$ cat config.mk
export PLATFORM = sky130hd
export DESIGN_NAME = mem_req_arbiter_flat
export DESIGN_NICKNAME = d
export VERILOG_FILES = /design/src/rtl/mem_req_arbiter_if.sv /design/src/rtl/mem_req_arbiter.sv /design/src/flat_wrapper.sv
export SDC_FILE = /design/constraint.sdc
export NUM_CORES = 1
export LEC_CHECK = 0
export ABC_AREA = 1
export CORE_AREA = 2 2 348 350
export DETAILED_ROUTE_END_ITERATION = 7
export DIE_AREA = 0 0 350 352
export MAX_ROUTING_LAYER = met4
export PLACE_DENSITY_LB_ADDON = 0.12
export RECOVER_POWER = 100
export SETUP_SLACK_MARGIN = 0.15
export SYNTH_ARGS = -nofsm -noshare
export SYNTH_HDL_FRONTEND = slang
export SYNTH_SLANG_ARGS = --single-unit
$ cat constraint.sdc
create_clock -name clk -period 2.7 [get_ports clk]
set_input_delay 0.54 -clock clk [delete_from_list [all_inputs] [get_ports clk]]
set_output_delay 0.54 -clock clk [all_outputs]
set_load 0.005 [all_outputs]
$ cat src/rtl/mem_req_arbiter_if.sv
// Bundle of channel-side and downstream read/write handshake signals for mem_req_arbiter.
// The slave modport is the arbiter's view; master is the environment driving it.
interface mem_req_arbiter_if #(
    parameter int NCH = 3,
    parameter int LW  = 128
);
    logic [NCH-1:0]    ch_rd_req;
    logic [3*NCH-1:0]  ch_rd_type;
    logic [32*NCH-1:0] ch_rd_addr;
    logic [NCH-1:0]    ch_rd_rdy;
    logic [NCH-1:0]    ch_ret_valid;
    logic [NCH-1:0]    ch_ret_last;
    logic [31:0]       ch_ret_data;

    logic [NCH-1:0]    ch_wr_req;
    logic [3*NCH-1:0]  ch_wr_type;
    logic [32*NCH-1:0] ch_wr_addr;
    logic [4*NCH-1:0]  ch_wr_wstrb;
    logic [LW*NCH-1:0] ch_wr_data;
    logic [NCH-1:0]    ch_wr_rdy;

    logic              rd_req;
    logic [2:0]        rd_type;
    logic [31:0]       rd_addr;
    logic              rd_rdy;
    logic              ret_valid;
    logic              ret_last;
    logic [31:0]       ret_data;

    logic              wr_req;
    logic [2:0]        wr_type;
    logic [31:0]       wr_addr;
    logic [3:0]        wr_wstrb;
    logic [LW-1:0]     wr_data;
    logic              wr_rdy;

    modport slave (
        input  ch_rd_req, ch_rd_type, ch_rd_addr,
        output ch_rd_rdy, ch_ret_valid, ch_ret_last, ch_ret_data,
        input  ch_wr_req, ch_wr_type, ch_wr_addr, ch_wr_wstrb, ch_wr_data,
        output ch_wr_rdy,
        output rd_req, rd_type, rd_addr,
        input  rd_rdy, ret_valid, ret_last, ret_data,
        output wr_req, wr_type, wr_addr, wr_wstrb, wr_data,
        input  wr_rdy
    );

    modport master (
        output ch_rd_req, ch_rd_type, ch_rd_addr,
        input  ch_rd_rdy, ch_ret_valid, ch_ret_last, ch_ret_data,
        output ch_wr_req, ch_wr_type, ch_wr_addr, ch_wr_wstrb, ch_wr_data,
        input  ch_wr_rdy,
        input  rd_req, rd_type, rd_addr,
        output rd_rdy, ret_valid, ret_last, ret_data,
        input  wr_req, wr_type, wr_addr, wr_wstrb, wr_data,
        output wr_rdy
    );
endinterface

$ cat src/rtl/mem_req_arbiter.sv
// N-channel read/write request arbiter in front of a single memory port.
// Read and write paths arbitrate independently (round-robin or fixed priority).
//
// state  | meaning
// R_IDLE | no read outstanding; grant the next requester
// R_REQ  | downstream read request presented, waiting for rd_rdy
// R_DATA | routing return beats to the granted channel until the last beat
// W_IDLE | no write outstanding; grant the next requester
// W_REQ  | downstream write request presented, waiting for wr_rdy
module mem_req_arbiter #(
    parameter int NCH  = 3,
    parameter int LW   = 128,
    parameter int MODE = 0
) (
    input  logic             clk,
    input  logic             rst_n,
    mem_req_arbiter_if.slave bus,
    output logic             proto_err
);
    localparam int GW = $clog2(NCH);

    typedef enum logic [1:0] {R_IDLE, R_REQ, R_DATA} rd_state_t;
    typedef enum logic       {W_IDLE, W_REQ}         wr_state_t;

    rd_state_t     rd_state_q, rd_state_d;
    logic [GW-1:0] rd_gnt_q, rd_gnt_d;
    logic [GW-1:0] rd_ptr_q, rd_ptr_d;
    logic [2:0]    rd_type_q, rd_type_d;
    logic [31:0]   rd_addr_q, rd_addr_d;

    wr_state_t     wr_state_q, wr_state_d;
    logic [GW-1:0] wr_gnt_q, wr_gnt_d;
    logic [GW-1:0] wr_ptr_q, wr_ptr_d;
    logic [2:0]    wr_type_q, wr_type_d;
    logic [31:0]   wr_addr_q, wr_addr_d;
    logic [3:0]    wr_wstrb_q, wr_wstrb_d;
    logic [LW-1:0] wr_data_q, wr_data_d;

    logic          proto_err_q, proto_err_d;

    // Round-robin searches upward from ptr with wrap; fixed priority searches from 0.
    function automatic logic [GW-1:0] pick(input logic [NCH-1:0] req, input logic [GW-1:0] ptr);
        logic [GW-1:0] res;
        logic [GW-1:0] idx;
        logic          found;
        res   = '0;
        found = 1'b0;
        for (int k = 0; k < NCH; k++) begin
            if (MODE == 1) idx = GW'(k);
            else           idx = GW'((int'(ptr) + k) % NCH);
            if (!found && req[idx]) begin
                res   = idx;
                found = 1'b1;
            end
        end
        return res;
    endfunction

    function automatic logic [GW-1:0] next_ptr(input logic [GW-1:0] g);
        return (int'(g) == NCH - 1) ? '0 : g + GW'(1);
    endfunction

    function automatic logic [NCH-1:0] onehot(input logic [GW-1:0] g, input logic b);
        logic [NCH-1:0] v;
        for (int i = 0; i < NCH; i++) v[i] = b && (GW'(i) == g);
        return v;
    endfunction

    always_comb begin
        rd_state_d          = rd_state_q;
        rd_gnt_d            = rd_gnt_q;
        rd_ptr_d            = rd_ptr_q;
        rd_type_d           = rd_type_q;
        rd_addr_d           = rd_addr_q;
        proto_err_d         = proto_err_q;
        bus.rd_req          = 1'b0;
        bus.ch_rd_rdy       = '0;
        bus.ch_ret_valid    = '0;
        bus.ch_ret_last     = '0;
        bus.ch_ret_data     = '0;
        unique case (rd_state_q)
            R_IDLE: begin
                if (|bus.ch_rd_req) begin
                    rd_gnt_d = pick(bus.ch_rd_req, rd_ptr_q);
                    for (int i = 0; i < NCH; i++) begin
                        if (GW'(i) == rd_gnt_d) begin
                            rd_type_d = bus.ch_rd_type[3*i +: 3];
                            rd_addr_d = bus.ch_rd_addr[32*i +: 32];
                        end
                    end
                    rd_state_d = R_REQ;
                end
                if (bus.ret_valid) proto_err_d = 1'b1;
            end
            R_REQ: begin
                bus.rd_req    = rst_n;
                bus.ch_rd_rdy = onehot(rd_gnt_q, bus.rd_rdy && rst_n);
                if (bus.rd_rdy) rd_state_d = R_DATA;
                if (bus.ret_valid) proto_err_d = 1'b1;
            end
            R_DATA: begin
                bus.ch_ret_valid = onehot(rd_gnt_q, bus.ret_valid && rst_n);
                bus.ch_ret_last  = onehot(rd_gnt_q, bus.ret_last && rst_n);
                bus.ch_ret_data  = (bus.ret_valid && rst_n) ? bus.ret_data : '0;
                if (bus.ret_valid && bus.ret_last) begin
                    rd_state_d = R_IDLE;
                    rd_ptr_d   = next_ptr(rd_gnt_q);
                end
            end
            default: rd_state_d = R_IDLE;
        endcase
    end

    always_comb begin
        wr_state_d    = wr_state_q;
        wr_gnt_d      = wr_gnt_q;
        wr_ptr_d      = wr_ptr_q;
        wr_type_d     = wr_type_q;
        wr_addr_d     = wr_addr_q;
        wr_wstrb_d    = wr_wstrb_q;
        wr_data_d     = wr_data_q;
        bus.wr_req    = 1'b0;
        bus.ch_wr_rdy = '0;
        unique case (wr_state_q)
            W_IDLE: begin
                if (|bus.ch_wr_req) begin
                    wr_gnt_d = pick(bus.ch_wr_req, wr_ptr_q);
                    for (int i = 0; i < NCH; i++) begin
                        if (GW'(i) == wr_gnt_d) begin
                            wr_type_d  = bus.ch_wr_type[3*i +: 3];
                            wr_addr_d  = bus.ch_wr_addr[32*i +: 32];
                            wr_wstrb_d = bus.ch_wr_wstrb[4*i +: 4];
                            wr_data_d  = bus.ch_wr_data[LW*i +: LW];
                        end
                    end
                    wr_state_d = W_REQ;
                end
            end
            W_REQ: begin
                bus.wr_req    = rst_n;
                bus.ch_wr_rdy = onehot(wr_gnt_q, bus.wr_rdy && rst_n);
                if (bus.wr_rdy) begin
                    wr_state_d = W_IDLE;
                    wr_ptr_d   = next_ptr(wr_gnt_q);
                end
            end
            default: wr_state_d = W_IDLE;
        endcase
    end

    always_ff @(posedge clk) begin
        if (!rst_n) begin
            rd_state_q  <= R_IDLE;
            rd_gnt_q    <= '0;
            rd_ptr_q    <= '0;
            rd_type_q   <= '0;
            rd_addr_q   <= '0;
            wr_state_q  <= W_IDLE;
            wr_gnt_q    <= '0;
            wr_ptr_q    <= '0;
            wr_type_q   <= '0;
            wr_addr_q   <= '0;
            wr_wstrb_q  <= '0;
            wr_data_q   <= '0;
            proto_err_q <= 1'b0;
        end else begin
            rd_state_q  <= rd_state_d;
            rd_gnt_q    <= rd_gnt_d;
            rd_ptr_q    <= rd_ptr_d;
            rd_type_q   <= rd_type_d;
            rd_addr_q   <= rd_addr_d;
            wr_state_q  <= wr_state_d;
            wr_gnt_q    <= wr_gnt_d;
            wr_ptr_q    <= wr_ptr_d;
            wr_type_q   <= wr_type_d;
            wr_addr_q   <= wr_addr_d;
            wr_wstrb_q  <= wr_wstrb_d;
            wr_data_q   <= wr_data_d;
            proto_err_q <= proto_err_d;
        end
    end

    assign bus.rd_type  = rd_type_q;
    assign bus.rd_addr  = rd_addr_q;
    assign bus.wr_type  = wr_type_q;
    assign bus.wr_addr  = wr_addr_q;
    assign bus.wr_wstrb = wr_wstrb_q;
    assign bus.wr_data  = wr_data_q;
    assign proto_err    = proto_err_q;
endmodule

$ cat src/flat_wrapper.sv
// flat-port wrapper written by rule: the top's interface ports become plain ports
module mem_req_arbiter_flat 
#(
    parameter int NCH  = 3,
    parameter int LW   = 128,
    parameter int MODE = 0
)
  (clk, rst_n, proto_err, bus_ch_rd_req, bus_ch_rd_type, bus_ch_rd_addr, bus_ch_rd_rdy, bus_ch_ret_valid, bus_ch_ret_last, bus_ch_ret_data, bus_ch_wr_req, bus_ch_wr_type, bus_ch_wr_addr, bus_ch_wr_wstrb, bus_ch_wr_data, bus_ch_wr_rdy, bus_rd_req, bus_rd_type, bus_rd_addr, bus_rd_rdy, bus_ret_valid, bus_ret_last, bus_ret_data, bus_wr_req, bus_wr_type, bus_wr_addr, bus_wr_wstrb, bus_wr_data, bus_wr_rdy);
  mem_req_arbiter_if #(.NCH(NCH), .LW(LW)) bus_i ();
  input  logic clk;
  input  logic rst_n;
  output logic proto_err;
  input wire logic [$bits(bus_i.ch_rd_req)-1:0] bus_ch_rd_req;
  input wire logic [$bits(bus_i.ch_rd_type)-1:0] bus_ch_rd_type;
  input wire logic [$bits(bus_i.ch_rd_addr)-1:0] bus_ch_rd_addr;
  output wire logic [$bits(bus_i.ch_rd_rdy)-1:0] bus_ch_rd_rdy;
  output wire logic [$bits(bus_i.ch_ret_valid)-1:0] bus_ch_ret_valid;
  output wire logic [$bits(bus_i.ch_ret_last)-1:0] bus_ch_ret_last;
  output wire logic [$bits(bus_i.ch_ret_data)-1:0] bus_ch_ret_data;
  input wire logic [$bits(bus_i.ch_wr_req)-1:0] bus_ch_wr_req;
  input wire logic [$bits(bus_i.ch_wr_type)-1:0] bus_ch_wr_type;
  input wire logic [$bits(bus_i.ch_wr_addr)-1:0] bus_ch_wr_addr;
  input wire logic [$bits(bus_i.ch_wr_wstrb)-1:0] bus_ch_wr_wstrb;
  input wire logic [$bits(bus_i.ch_wr_data)-1:0] bus_ch_wr_data;
  output wire logic [$bits(bus_i.ch_wr_rdy)-1:0] bus_ch_wr_rdy;
  output wire logic [$bits(bus_i.rd_req)-1:0] bus_rd_req;
  output wire logic [$bits(bus_i.rd_type)-1:0] bus_rd_type;
  output wire logic [$bits(bus_i.rd_addr)-1:0] bus_rd_addr;
  input wire logic [$bits(bus_i.rd_rdy)-1:0] bus_rd_rdy;
  input wire logic [$bits(bus_i.ret_valid)-1:0] bus_ret_valid;
  input wire logic [$bits(bus_i.ret_last)-1:0] bus_ret_last;
  input wire logic [$bits(bus_i.ret_data)-1:0] bus_ret_data;
  output wire logic [$bits(bus_i.wr_req)-1:0] bus_wr_req;
  output wire logic [$bits(bus_i.wr_type)-1:0] bus_wr_type;
  output wire logic [$bits(bus_i.wr_addr)-1:0] bus_wr_addr;
  output wire logic [$bits(bus_i.wr_wstrb)-1:0] bus_wr_wstrb;
  output wire logic [$bits(bus_i.wr_data)-1:0] bus_wr_data;
  input wire logic [$bits(bus_i.wr_rdy)-1:0] bus_wr_rdy;
  assign bus_i.ch_rd_req = bus_ch_rd_req;
  assign bus_i.ch_rd_type = bus_ch_rd_type;
  assign bus_i.ch_rd_addr = bus_ch_rd_addr;
  assign bus_ch_rd_rdy = bus_i.ch_rd_rdy;
  assign bus_ch_ret_valid = bus_i.ch_ret_valid;
  assign bus_ch_ret_last = bus_i.ch_ret_last;
  assign bus_ch_ret_data = bus_i.ch_ret_data;
  assign bus_i.ch_wr_req = bus_ch_wr_req;
  assign bus_i.ch_wr_type = bus_ch_wr_type;
  assign bus_i.ch_wr_addr = bus_ch_wr_addr;
  assign bus_i.ch_wr_wstrb = bus_ch_wr_wstrb;
  assign bus_i.ch_wr_data = bus_ch_wr_data;
  assign bus_ch_wr_rdy = bus_i.ch_wr_rdy;
  assign bus_rd_req = bus_i.rd_req;
  assign bus_rd_type = bus_i.rd_type;
  assign bus_rd_addr = bus_i.rd_addr;
  assign bus_i.rd_rdy = bus_rd_rdy;
  assign bus_i.ret_valid = bus_ret_valid;
  assign bus_i.ret_last = bus_ret_last;
  assign bus_i.ret_data = bus_ret_data;
  assign bus_wr_req = bus_i.wr_req;
  assign bus_wr_type = bus_i.wr_type;
  assign bus_wr_addr = bus_i.wr_addr;
  assign bus_wr_wstrb = bus_i.wr_wstrb;
  assign bus_wr_data = bus_i.wr_data;
  assign bus_i.wr_rdy = bus_wr_rdy;
  mem_req_arbiter #(.NCH(NCH), .LW(LW), .MODE(MODE)) u_core (.clk(clk), .rst_n(rst_n), .bus(bus_i), .proto_err(proto_err));
endmodule
==> impl_metrics.py <==
metrics = {
    "detailed_routing": {
        "detailroute.via_count": 17764,
        "drt-total-wl_mm": 95.6,
        "wire_per_inst_um": 19.9,
        "detail-route-antenna-nets": 0,
        "drt_pass1_iterations": 7,
        "vias_per_cell": 3.70,
        "dr.first_iter.drc_count": 680,
        "remaining_drc_errors": 0,
    },
    "yosys": {
        "ys.warnings.count": 0,
        "ys.flop_type": "dfxtp_1",
        "synth_fp_nets": 2879,
        "synth_edf_count": 0,
        "synth.avg_cell_area_sq_um": 5.90,
        "ys_top_cells_by_area": "dfxtp_1 33%, nand2_1 18%, nand3_1 16%",
        "yosys.area.top_type": "dfxtp_1",
        "syn_area_sq_mm": 0.0131,
        "synth.top_cell.area_share": 0.327,
        "synth_seq_area_share": 0.327,
        "synth_seq_cells": 214,
        "synth.distinct_cells": 27,
        "async_reset_ff_frac": 0,
        "synth_cells": 2221,
    },
    "critical_path": {
        "crit_arrival_ns": 1.98,
        "crit_fanout": 3,
        "ff2ff_path_depth": 13,
        "cp-endpoint": "bus_ch_ret_last[2]",
        "required_ns": 2.16,
        "cp-start-kind": "register",
        "r2r_start": "u_core.wr_ptr_q[0]",
        "reg2reg_to": "u_core.bus.wr_data[31]",
        "crit_path_end_kind": "primary output",
        "slowest_stage": "clkdlybuf4s50_1",
        "reg2reg_slack_ns": 0.32,
        "path_cells": "inv_2, nor2_4, buf_4, nand3_2, nor2_1, clkdlybuf4s50_1",
        "critical_path.startpoint": "u_core.rd_state_q[1]",
        "max_stage_delay_ns": 0.51,
        "worstSetupPathType": "register to primary output",
    },
    "die": {
        "fp-row-count": 127,
        "core_area_sq_mm": 0.119,
        "die_area_sq_mm": 0.123,
        "die_x_um": 350,
        "initial_utilization": 0.110,
        "ios": 899,
        "die_h_um": 352,
    },
    "timing": {
        "period_share": 0.932,
        "min_period_ns": 2.52,
        "setup_violations": 0,
        "maxSlewViolCount": 0,
        "grt_setup_unrepaired": "true",
        "skew_ns": 0.0192,
        "hold_viol_final": 0,
        "fmax_ghz": 0.397,
        "max_slew.worst_pin.slew_ns": 1.06,
        "relSlewSlack": 0.292,
        "setup_tns_ns": 0,
    },
    "clock_network": {
        "clk_latency_ns": 0.58,
        "cts.sinks": 214,
        "root_buffer": "clkbuf_16",
        "cts_tree": "done",
        "clkTransAtPathRegs_ns": 0.05,
        "cts_buffers": 36,
        "htreeDepth": 2,
        "cts_buffer_depth": 3,
    },
    "pwr": {
        "peakVddDrop_mv": 0.347,
        "power_leakage_nw": 12.4,
        "pwr_density_cell_mw_per_mm2": 521,
        "p_total_mw": 13.9,
    },
    "placement": {
        "portBuffers": 898,
        "placed_cell_area_sq_mm": 0.0250,
        "place_congestion": 0.808,
        "dp_hpwl_mm": 74.8,
    },
    "layout": {
        "final_area_sq_mm": 0.0268,
        "drive_gt1_frac": 0.0760,
        "fin_util": 0.224,
        "regArea_sq_mm": 0.00429,
        "area_delta_synth_final_pct": 104,
        "n_fill_cell": 13503,
        "nets": 3793,
        "multi_input_area_sq_mm": 0.00723,
    },
    "flow_run": {
        "maxCapViolCount": 0,
    },
    "grt": {
        "grt_max_degree": 140,
        "overflow": 0,
        "grt_pass1_vias": 17989,
        "track_usage": 0.150,
        "grt_pass1_wl_mm": 131,
        "antenna_found_initial": 27,
    },
    "hold_path": {
        "hold_path.class": "input pin to register",
    },
    "run_status": {
        "status": "completed",
    },
}
-- cell usage in the layout (no fill, tap or decap), types with 3 or more instances in the layout --
cell             synthesis  layout
clkdlybuf4s50_1          0     854
dlygate4sd2_1            0       3
dfxtp_1                214     210
buf_6                    0       3
nor2_1                  53      50
dfxtp_2                  0       4
nand3_4                  0       3
a21oi_1                221     220
inv_1                  271     269
clkbuf_16                0      42
nand3b_1                 7       7
ha_1                     8       5
buf_16                   0       5
clkbuf_1               104      10
dlymetal6s2s_1           0      35
nor3_1                   6       4
diode_2                  0      26
nand3_1                414     410
nand2_1                624     623
inv_2                    4       5
o21ai_0                209     209
buf_12                   0      42
clkbuf_8                 0      11
buf_4                    2      94
-- worst max-delay path: cells and delay by family, from the launching register on --
| kind | cells | cell delay (ns) |
|---|---|---|
| buf+inv | 3 | 0.72 |
| flops | 1 | 0.36 |
| simple gates | 3 | 0.32 |
-- per-stage QoR --
stage	hold WS (ns)	worst slack (ns)	instances
floorplan	0.460	0.635	2221
global placement	0.464	-0.123	4689
detailed placement	0.457	-0.116	4689
CTS	0.203	-0.0858	4753
global route	0.238	-0.0120	4795
finish	0.261	0.184	4797
-- cells in the mapped netlist (6+ instances only) --
cell type  instances
nand3b_1           7
buf_2             50
ha_1               8
nor3_1             6
dfxtp_1          214
nand2_1          624
a21oi_1          221
nor2_1            53
nand3_1          414
buf_1             19
clkbuf_1         104
inv_1            271
o21ai_0          209
-- registers in the layout, indices dropped and copies added (netlist names) --
register and cells:
u_core.bus.wr_wstrb 4, u_core.proto_err 1, u_core.bus.wr_addr 32, u_core.rd_gnt_q 2, u_core.bus.wr_data 128, u_core.wr_gnt_q 2, u_core.bus.rd_type 3, u_core.rd_ptr_q 2
u_core.wr_ptr_q 2, u_core.wr_state_q 1, u_core.rd_state_q 2, u_core.bus.rd_addr 32, u_core.bus.wr_type 3
-- what timing repair did --
action,CTS,global route
hold buffers,0,0
gates cloned,1,6
endpoints found under the hold margin,0,0
resized for setup,12,74
setup endpoints to repair,54,208
setup buffers,1,12
pin swaps,0,2
-- per-layer routing --
| metal | vias up | track usage | wire [um] |
|---|---|---|---|
| li1 | 9039 | - | - |
| met4 | 0 | 0.0312 | 1700 |
| met5 | - | - | 0 |
| met3 | 75 | 0.0462 | 6970 |
| met1 | 8083 | 0.163 | 38400 |
| met2 | 567 | 0.266 | 48600 |
-- cells by family after synthesis --
logic type,count (synthesis),synth area share
flops,214,0.327
fa+ha+maj,8,0.00763
compound gates,439,0.170
buf+inv,450,0.134
simple gates,1110,0.361
-- worst min-delay path by stage --
stage / from / cells past startpoint / endpoint
3_5_place_dp: u_core.bus.wr_addr[4] / 2 / u_core.bus.wr_addr[4]
3_3_place_gp: u_core.bus.rd_addr[30] / 2 / u_core.bus.rd_addr[30]
5_1_grt: rst_n / 3 / u_core.rd_ptr_q[0]
2_1_floorplan: u_core.proto_err / 2 / u_core.proto_err
4_1_cts: rst_n / 3 / u_core.rd_ptr_q[0]
6_report: rst_n / 3 / u_core.rd_ptr_q[0]
-- final cells by class --
type,instances,share of cell area
well taps,1612,0.0753
inverters,275,0.0388
flip-flops and latches,214,0.160
repair buffers,1050,0.409
multi-input cells,1558,0.270
clock buffers,57,0.0415
diodes,26,0.00243
clock inverters,5,0.00308
-- where the power goes --
group          switching, mW  leakage [nW]  total, mW  internal [mW]
clock                   1.86         0.587       4.85           2.99
combinational           2.55          10.1       5.29           2.74
sequential             0.238          1.78       3.81           3.57
Power figures use the tool's default switching activity.
